## config.mk

```make
export PLATFORM = sky130hd
export DESIGN_NAME = sap_1_controller_sequencer
export DESIGN_NICKNAME = d
export VERILOG_FILES = /design/src/rtl/sap_1_controller_sequencer.sv
export SDC_FILE = /design/constraint.sdc
export NUM_CORES = 1
export LEC_CHECK = 0
export ABC_AREA = 0
export CAP_MARGIN = 20
export CORE_AREA = 4 4 43 45
export DETAILED_ROUTE_END_ITERATION = 7
export DIE_AREA = 0 0 47 49
export PLACE_DENSITY = 0.74
export SETUP_SLACK_MARGIN = 0.3
export SLEW_MARGIN = 20
export SYNTH_ARGS = -nofsm -noshare
export SYNTH_HDL_FRONTEND = slang
export SYNTH_SLANG_ARGS = --single-unit
```

## constraint.sdc

```tcl
create_clock -name Clk -period 2.1 [get_ports Clk]
set_input_delay 0.42 -clock Clk [delete_from_list [all_inputs] [get_ports Clk]]
set_output_delay 0.42 -clock Clk [all_outputs]
set_load 0.05 [all_outputs]
```

## src/rtl/sap_1_controller_sequencer.sv

```systemverilog
// ---------------------------------------------------------------------------
// sap_1_controller_sequencer
//
// Purpose:
//   Controller-sequencer for the SAP-1 datapath. A one-hot six-state ring
//   (T1..T6) advances on every falling edge of Clk. The control word is a
//   combinational decode of the ring state, plus the opcode during T4..T6.
//   Registers in the datapath sample the control word on the rising edge in
//   the middle of each T-state. HLT sets a halt latch that freezes the ring
//   at T4. Only ClrN clears the halt latch.
//
// Ports:
//   Clk     in   1  system clock; state changes on the falling edge
//   ClrN    in   1  asynchronous active-low reset
//   Opcode  in   4  IR upper nibble; must be stable from T4 through T6
//   Cp      out  1  PC count enable
//   Ep      out  1  PC drives W bus
//   LmN     out  1  MAR load (active-low)
//   CEN     out  1  RAM drives W bus (active-low)
//   LiN     out  1  IR load (active-low)
//   EiN     out  1  IR operand drives W bus (active-low)
//   LaN     out  1  accumulator load (active-low)
//   Ea      out  1  accumulator drives W bus
//   Su      out  1  ALU subtract select
//   Eu      out  1  ALU drives W bus
//   LbN     out  1  B register load (active-low)
//   LoN     out  1  output register load (active-low)
//   Halt    out  1  machine halted
//   TState  out  6  one-hot ring state, bit0=T1 .. bit5=T6
//
// Build option:
//   SAP_1_CONTROLLER_SHORT_CYCLE_EN - when defined, an instruction returns
//   the ring to T1 after its last active state: LDA after T5, OUT and
//   unknown opcodes after T4. ADD and SUB still use all six states.
//   When undefined, every instruction takes six states.
//
// States:
//   state | meaning
//   T1    | address: PC -> MAR
//   T2    | increment: PC += 1
//   T3    | memory: RAM -> IR
//   T4    | execute 1 (HLT is decoded here and freezes the ring)
//   T5    | execute 2
//   T6    | execute 3
// ---------------------------------------------------------------------------
module sap_1_controller_sequencer (
  input  logic       Clk,
  input  logic       ClrN,
  input  logic [3:0] Opcode,
  output logic       Cp,
  output logic       Ep,
  output logic       LmN,
  output logic       CEN,
  output logic       LiN,
  output logic       EiN,
  output logic       LaN,
  output logic       Ea,
  output logic       Su,
  output logic       Eu,
  output logic       LbN,
  output logic       LoN,
  output logic       Halt,
  output logic [5:0] TState
);

  localparam logic [3:0] OP_LDA = 4'b0000;
  localparam logic [3:0] OP_ADD = 4'b0001;
  localparam logic [3:0] OP_SUB = 4'b0010;
  localparam logic [3:0] OP_OUT = 4'b1110;
  localparam logic [3:0] OP_HLT = 4'b1111;

  typedef enum logic [5:0] {
    T1 = 6'b000001,
    T2 = 6'b000010,
    T3 = 6'b000100,
    T4 = 6'b001000,
    T5 = 6'b010000,
    T6 = 6'b100000
  } state_t;

  state_t r_state;
  state_t w_next_state;
  logic   r_halt;
  logic   w_next_halt;

  logic   w_is_lda;
  logic   w_is_add_sub;

  assign w_is_lda     = (Opcode == OP_LDA);
  assign w_is_add_sub = (Opcode == OP_ADD) || (Opcode == OP_SUB);

  assign TState = r_state;
  assign Halt   = r_halt;

  always_ff @(negedge Clk or negedge ClrN) begin
    if (!ClrN) begin
      r_state <= T1;
      r_halt  <= 1'b0;
    end else begin
      r_state <= w_next_state;
      r_halt  <= w_next_halt;
    end
  end

  always_comb begin
    w_next_state = r_state;
    w_next_halt  = r_halt;
    if (!r_halt) begin
      case (r_state)
        T1: w_next_state = T2;
        T2: w_next_state = T3;
        T3: w_next_state = T4;
        T4: begin
          if (Opcode == OP_HLT) begin
            // Ring parks on T4 until reset.
            w_next_halt  = 1'b1;
            w_next_state = T4;
          end else begin
`ifdef SAP_1_CONTROLLER_SHORT_CYCLE_EN
            if (w_is_lda || w_is_add_sub) w_next_state = T5;
            else                          w_next_state = T1;
`else
            w_next_state = T5;
`endif
          end
        end
        T5: begin
`ifdef SAP_1_CONTROLLER_SHORT_CYCLE_EN
          if (w_is_lda) w_next_state = T1;
          else          w_next_state = T6;
`else
          w_next_state = T6;
`endif
        end
        T6:      w_next_state = T1;
        default: w_next_state = T1;
      endcase
    end
  end

  // Control word decode. Gating with ClrN keeps every strobe inactive for
  // the whole reset pulse, even though the ring itself already reads T1.
  always_comb begin
    Cp  = 1'b0;
    Ep  = 1'b0;
    LmN = 1'b1;
    CEN = 1'b1;
    LiN = 1'b1;
    EiN = 1'b1;
    LaN = 1'b1;
    Ea  = 1'b0;
    Su  = 1'b0;
    Eu  = 1'b0;
    LbN = 1'b1;
    LoN = 1'b1;
    if (ClrN && !r_halt) begin
      case (r_state)
        T1: begin
          Ep  = 1'b1;
          LmN = 1'b0;
        end
        T2: Cp = 1'b1;
        T3: begin
          CEN = 1'b0;
          LiN = 1'b0;
        end
        T4: begin
          if (w_is_lda || w_is_add_sub) begin
            EiN = 1'b0;
            LmN = 1'b0;
          end else if (Opcode == OP_OUT) begin
            Ea  = 1'b1;
            LoN = 1'b0;
          end
        end
        T5: begin
          if (w_is_lda) begin
            CEN = 1'b0;
            LaN = 1'b0;
          end else if (w_is_add_sub) begin
            CEN = 1'b0;
            LbN = 1'b0;
          end
        end
        T6: begin
          if (w_is_add_sub) begin
            Eu  = 1'b1;
            Su  = (Opcode == OP_SUB);
            LaN = 1'b0;
          end
        end
        default: ;
      endcase
    end
  end

endmodule

```

==> results.md, run 1 <==
Outcome:
- The run stopped with a tool error.
- Progress stopped at 4_1_cts.
- The tool reported: "[ERROR DPL-0038] Utilization greater than 100%, impossible to legalize".

Die:
- The die is roughly 49 um tall.
- The top-level port count is 25.
- In this run the core area contains 14 standard-cell rows.
- For this configuration, the core starts out at a cell density of roughly 39%.
- The floorplan die width is around 47 um.

Synthesis:
- Synthesis produced a netlist whose cell count is a little over 70.
- Counting flops with a built-in enable in the synthesized netlist gives 0.
- The unique cell type count in the Yosys netlist is 35.
- The share of the Yosys chip area taken by registers is around 31%.
- Dividing the synthesized area by the synthesized cell count gives ~8 sq um.
- Yosys printed 0 warnings.
- The post-synthesis instance area is 574 sq um.
- For this run, asynchronously set or reset flops after synthesis account for 100%.
- The post-synth net total is 77.
- In the synthesized netlist the dominant register cell turns out to be sky130_fd_sc_hd__dfrtn_1.
- The total of flip-flops plus latches after synthesis is 7.

Clocking:
- The post-CTS repair timing setup buffer count is 9.
- The post-cts repair resize count is 53.
- The number of hold-repair buffers added at the cts stage is 0.
- TritonCTS created 3 clock buffers.
- In this run the number of H-tree levels came out at 1.
- The longest clock path from root to sink contains 2 buffers.
- CTS placed an instance of sky130_fd_sc_hd__clkbuf_4 at the clock tree root.
- The clock sink count is 7.

Placed design:
- The number of port buffers is 24.
- At the placement stage, the worst setup path has a slack of -901 ps.
- The HPWL after detailed placement is between 2 and 2.5 mm.
- The number of cells in the design after placement is between 100 and 150.
- The global placer's final weighted congestion is ~0.77.
[synth_stat cells, types with 2 or more instances]
library cell               count  share of area (%)
sky130_fd_sc_hd__nand2_1      11                7.2
sky130_fd_sc_hd__a21o_1        2                2.6
sky130_fd_sc_hd__dfrtn_1       6                 26
sky130_fd_sc_hd__inv_1         2                1.3
sky130_fd_sc_hd__nand3_1       5                4.4
sky130_fd_sc_hd__nand4b_1      2                3.1
sky130_fd_sc_hd__clkbuf_1      2                1.3
sky130_fd_sc_hd__nand4_1       2                2.2
sky130_fd_sc_hd__o21ai_0       2                1.7
sky130_fd_sc_hd__nor2_1        7                4.6
sky130_fd_sc_hd__nor2b_1       3                3.3
sky130_fd_sc_hd__nor4_1        3                3.3
sky130_fd_sc_hd__nor3_1        2                1.7
[kinds of logic after synthesis]
family,Yosys count,share of synthesized area [%]
simple gates,46,47.7
compound gates,11,14.6
flops,7,30.7
xor+xnor,1,1.53
buf+inv,6,5.45
[through the flow]
stage,setup TNS [ps],cell area (sq um),hold WS (ps)
after floorplan,-12570,702,831
after global placement,-10860,1250,621
after detailed placement,-11930,1250,652
==> inputs of run 2 (changes only) <==
--- a/config.mk
+++ b/config.mk
@@ -7,11 +7,10 @@
 export LEC_CHECK = 0
 export ABC_AREA = 0
 export CAP_MARGIN = 20
-export CORE_AREA = 4 4 43 45
+export CORE_AREA = 4 4 65 67
 export DETAILED_ROUTE_END_ITERATION = 7
-export DIE_AREA = 0 0 47 49
-export PLACE_DENSITY = 0.74
-export SETUP_SLACK_MARGIN = 0.3
+export DIE_AREA = 0 0 69 71
+export PLACE_DENSITY_LB_ADDON = 0.15
 export SLEW_MARGIN = 20
 export SYNTH_ARGS = -nofsm -noshare
 export SYNTH_HDL_FRONTEND = slang
==> run 2 against run 1 <==
Against the previous run: the flow now finishes, with violations (setup timing); area after synthesis is the same; synthesized cell count is the same.
==> results.md, run 2 <==
Synthesis:
- Dividing the synthesized area by the synthesized cell count gives just over 8 sq um.
- Sorting the synthesized cells by area gives the leading types as sky130_fd_sc_hd__dfrtn_1, sky130_fd_sc_hd__nand2_1, sky130_fd_sc_hd__dfstp_2.
- The number of nets in the synthesized netlist is 77.
- The leading cell type by number of instances after synthesis is sky130_fd_sc_hd__nand2_1.
- The unique cell type count in the Yosys netlist is 35.
- Counting flops with a built-in enable in the synthesized netlist gives 0.
- The post-synthesis instance area is around 570 sq um.
- The async set-or-reset flop fraction in the synthesized netlist is 100%.
- After technology mapping, the gate count stands at 71.
- The fraction of synthesized cell area taken by the top area cell type is 26.1%.
- The predominant post-synthesis flop cell is sky130_fd_sc_hd__dfrtn_1.
- Sequential cells were found to cover 30.7% of the synthesized design area.
- The total of flip-flops plus latches after synthesis is 7.
- The synthesized design spends more area on one cell type than any other, namely sky130_fd_sc_hd__dfrtn_1.
- The commonest cells after synthesis are sky130_fd_sc_hd__nand2_1, sky130_fd_sc_hd__nor2_1, sky130_fd_sc_hd__dfrtn_1, sky130_fd_sc_hd__nand3_1.
- The yosys synthesis warning count is 0.

Die:
- Once the floorplan was initialized, standard cells occupied 15.8% of the core.
- The top-level port count is 25.
- The die is around 71 um tall.
- The floorplan has 22 rows.
- The core box area is 3630 sq um.
- The die area is around 4900 sq um.
- The die is 69 um wide.

Placed design:
- The worst-case setup slack after placement is -872 ps.
- The global placer's final weighted congestion is between 0.7 and 0.8.
- The number of port buffers is 24.
- The half-perimeter wire length of the detailed placement result is around 1.8 mm.

Critical path:
- The path type of the worst setup path is flop to output pin.
- The worst register-to-register path has a depth of 20.
- The worst register-to-register path begins at TState[5]$_DFFE_NN0N_.
- The maximum fanout count along the critical path is 3.
- STA puts the critical path data required time at approximately 1700 ps.
- The arrival time of data at the critical path endpoint is about 2800 ps.
- The cell with the largest stage delay on the worst path is sky130_fd_sc_hd__or4_4.
- Traced cell by cell, the critical path runs through nor4_4 -> nand3b_4 -> or4_4 -> buf_6.
- STA classifies the critical path startpoint as a flop.
- The kind of end point of the critical path is an output pin.
- In this design, the stage delay of the slowest critical-path cell is roughly 420 ps.
- The sum of buffers and inverters on the critical path is 1.
- The reg2reg setup slack is -910 ps.
- The critical path's top delay family is simple AND/OR/NAND/NOR gates.
- The critical path crosses 4 cells after its start point.
- The end of the worst register-to-register path is TState[3]$_DFFE_NN0N_.

Global route:
- For this run the aggregate overflow at the end of global routing stands at 0.
- The largest net degree at the start of global routing is 9.
- The wire length of the first global-routing pass is 4.71 mm.
- The number of global-route vias before repair is 930.
- Global routing used roughly 12% of the available tracks.
- The number of antenna violations at the first check in global routing is 0.

Drt:
- The length of the first detailed-routing pass in iterations is 4.
- The vias after detailed routing is roughly 870.
- The overall routed net length is ~2.7 mm.
- The count of antenna-violating nets left after detailed routing is 0.
- In the routed layout, each cell is associated on average with a via count of about 4.3.
- The detailed-route DRC error count is 0.
- The routed wire length per instance is 13.4 um.
- For this block, the initial DRC count from the detailed router was 53.

Finish:
- The flip-flop count of the largest register, all copies and words added is 6.
- In the layout the commonest cells are sky130_fd_sc_hd__buf_4, sky130_fd_sc_hd__buf_12, sky130_fd_sc_hd__buf_6.
- The post-route core utilization is between 40 and 50%.
- Of the cells placed in the final design, the portion with a size suffix greater than 1 is 67.8%.
- The final layout contains approximately 160 nets.
- Relative to the synthesized area, the layout overhead comes to 193%.
- The most frequent standard cell in the layout excluding fill and tap cells is sky130_fd_sc_hd__buf_4.
- The count of inserted antenna diode cells is 0.

Clocking:
- The H-tree depth is 1.
- The number of buffers added by the clock tree synthesis step is 3.
- Clock-pin slew was measured on the worst setup and hold paths at ~30 ps.
- The clock reaches the later pin of the worst-skew pair after between 200 and 300 ps.
- The clock root buffer is sky130_fd_sc_hd__clkbuf_8.
- TritonCTS built the clock tree.
- The maximum buffer depth of the clock tree is 2.
- The clock sink count is 7.

STA:
- Setup violations remaining at the end of the flow were counted as 20.
- The measured slew at the worst slew-check pin is a little over 300 ps.
- Measured against its own limit, the worst slew margin works out to around four fifths.
- The final clock skew is 42.4 ps.
- The hold violation total from the final report was 0.
- The setup slack of the critical path after layout is -1090 ps.
- The number of pins exceeding their max-slew limit in the final report came to 0.
- Setup repair after global routing could not meet its margin everywhere.

Worst hold path:
- The number of cells traversed by the worst hold path is 3.
- The path class of the lowest-slack min-delay path is flop to flop.
- The worst hold path endpoint is TState[4]$_DFFE_NN0N_.
- The beginning of the worst hold path is TState[4]$_DFFE_NN0N_.

Pwr:
- The leakage component of the power is approximately 0.72 nW.
- The highest ir drop seen on vdd is between 0.00015 and 0.0002 V.
- The total power per unit cell area is 218 nW/um^2.

Run:
- The count of maximum capacitance violations is 0.

Outcome:
- The run finished, with violations left.
- The checks that failed: setup timing.
## run 2: cell counts after synthesis
Identical to the previous run, type by type.
## run 2: tightest hold or removal path: cells and delay by family (launching register included)
kind / cells / cell delay [ps]
flip-flops: 1 / 460
buffers and inverters: 1 / 170
AND/OR/NAND/NOR: 1 / 60
AO/OA/AOI/OAI: 1 / 60
## run 2: final cells by class
class                      instances  area, sq um
clock inverter                     2         7.51
inverter                           1         3.75
fill                             344         1950
clock buffer                       3         41.3
tap                               48         60.1
timing repair buffer              81          856
sequential                         7          176
multi-input combinational         58          536
## run 2: logic make-up (layout without fill, tap and decap cells)
logic type             count (synthesis)  after routing  synth area share (%)
AND/OR/NAND/NOR                       46             46                  47.7
flip-flops                             7              7                  30.7
AO/OA/AOI/OAI                         11             11                  14.6
buffers and inverters                  6             87                  5.45
XOR/XNOR                               1              1                  1.53
## run 2: layer usage
| layer | wire length (um) | vias to the layer above | track usage [%] |
|---|---|---|---|
| met5 | 0 | - | 0 |
| met4 | 40 | 0 | 3.69 |
| met3 | 182 | 4 | 3.69 |
| met2 | 1320 | 34 | 21.3 |
| met1 | 1140 | 403 | 14.0 |
| li1 | - | 427 | - |
## run 2: worst max-delay path by stage
stage | from | slack (ps) | endpoint
global route | TState[5]$_DFFE_NN0N_ | -1180 | LoN
finish | TState[5]$_DFFE_NN0N_ | -1090 | LoN
CTS | TState[5]$_DFFE_NN0N_ | -1100 | LoN
global placement | TState[2]$_DFFE_NN0N_ | -850 | LoN
detailed placement | TState[2]$_DFFE_NN0N_ | -870 | LoN
floorplan | TState[2]$_DFFE_NN0N_ | -1130 | Ea
## run 2: timing repair
item / 4_1_cts / 5_1_grt
buffers inserted: 23 / 5
gates resized for setup: 28 / 5
pin swaps: 10 / 7
hold endpoints to repair: 0 / 0
endpoints found under the setup margin: 22 / 20
gates cloned: 0 / 0
hold buffers: 0 / 0
## run 2: through the flow
| step | hold WS [ps] | setup TNS (ps) | power (mW) | cells | instance area [sq um] |
|---|---|---|---|---|---|
| finish | 677 | -15480 | 0.367 | 200 | 1680 |
| global route | 731 | -16770 | 0.392 | 200 | 1680 |
| CTS | 664 | -15690 | 0.371 | 198 | 1660 |
| detailed placement | 657 | -11700 | 0.187 | 171 | 1340 |
| global placement | 653 | -11380 | 0.187 | 171 | 1340 |
| floorplan | 831 | -12570 | 0.153 | 71 | 702 |
## run 2: power by group
part,switching [mW],internal [mW]
clock network,0.0612,0.129
registers,0,0.136
logic,0.0197,0.0208
total,0.0809,0.286
(Power assumes the default switching activity.)
==> inputs of run 3 (changes only) <==
--- a/config.mk
+++ b/config.mk
@@ -8,6 +8,7 @@
 export ABC_AREA = 0
 export CAP_MARGIN = 20
 export CORE_AREA = 4 4 65 67
+export CTS_CLUSTER_DIAMETER = 30
 export DETAILED_ROUTE_END_ITERATION = 7
 export DIE_AREA = 0 0 69 71
 export PLACE_DENSITY_LB_ADDON = 0.15
==> results of run 3 <==
Final layout, timing and power as in run 2 (identical DEF).
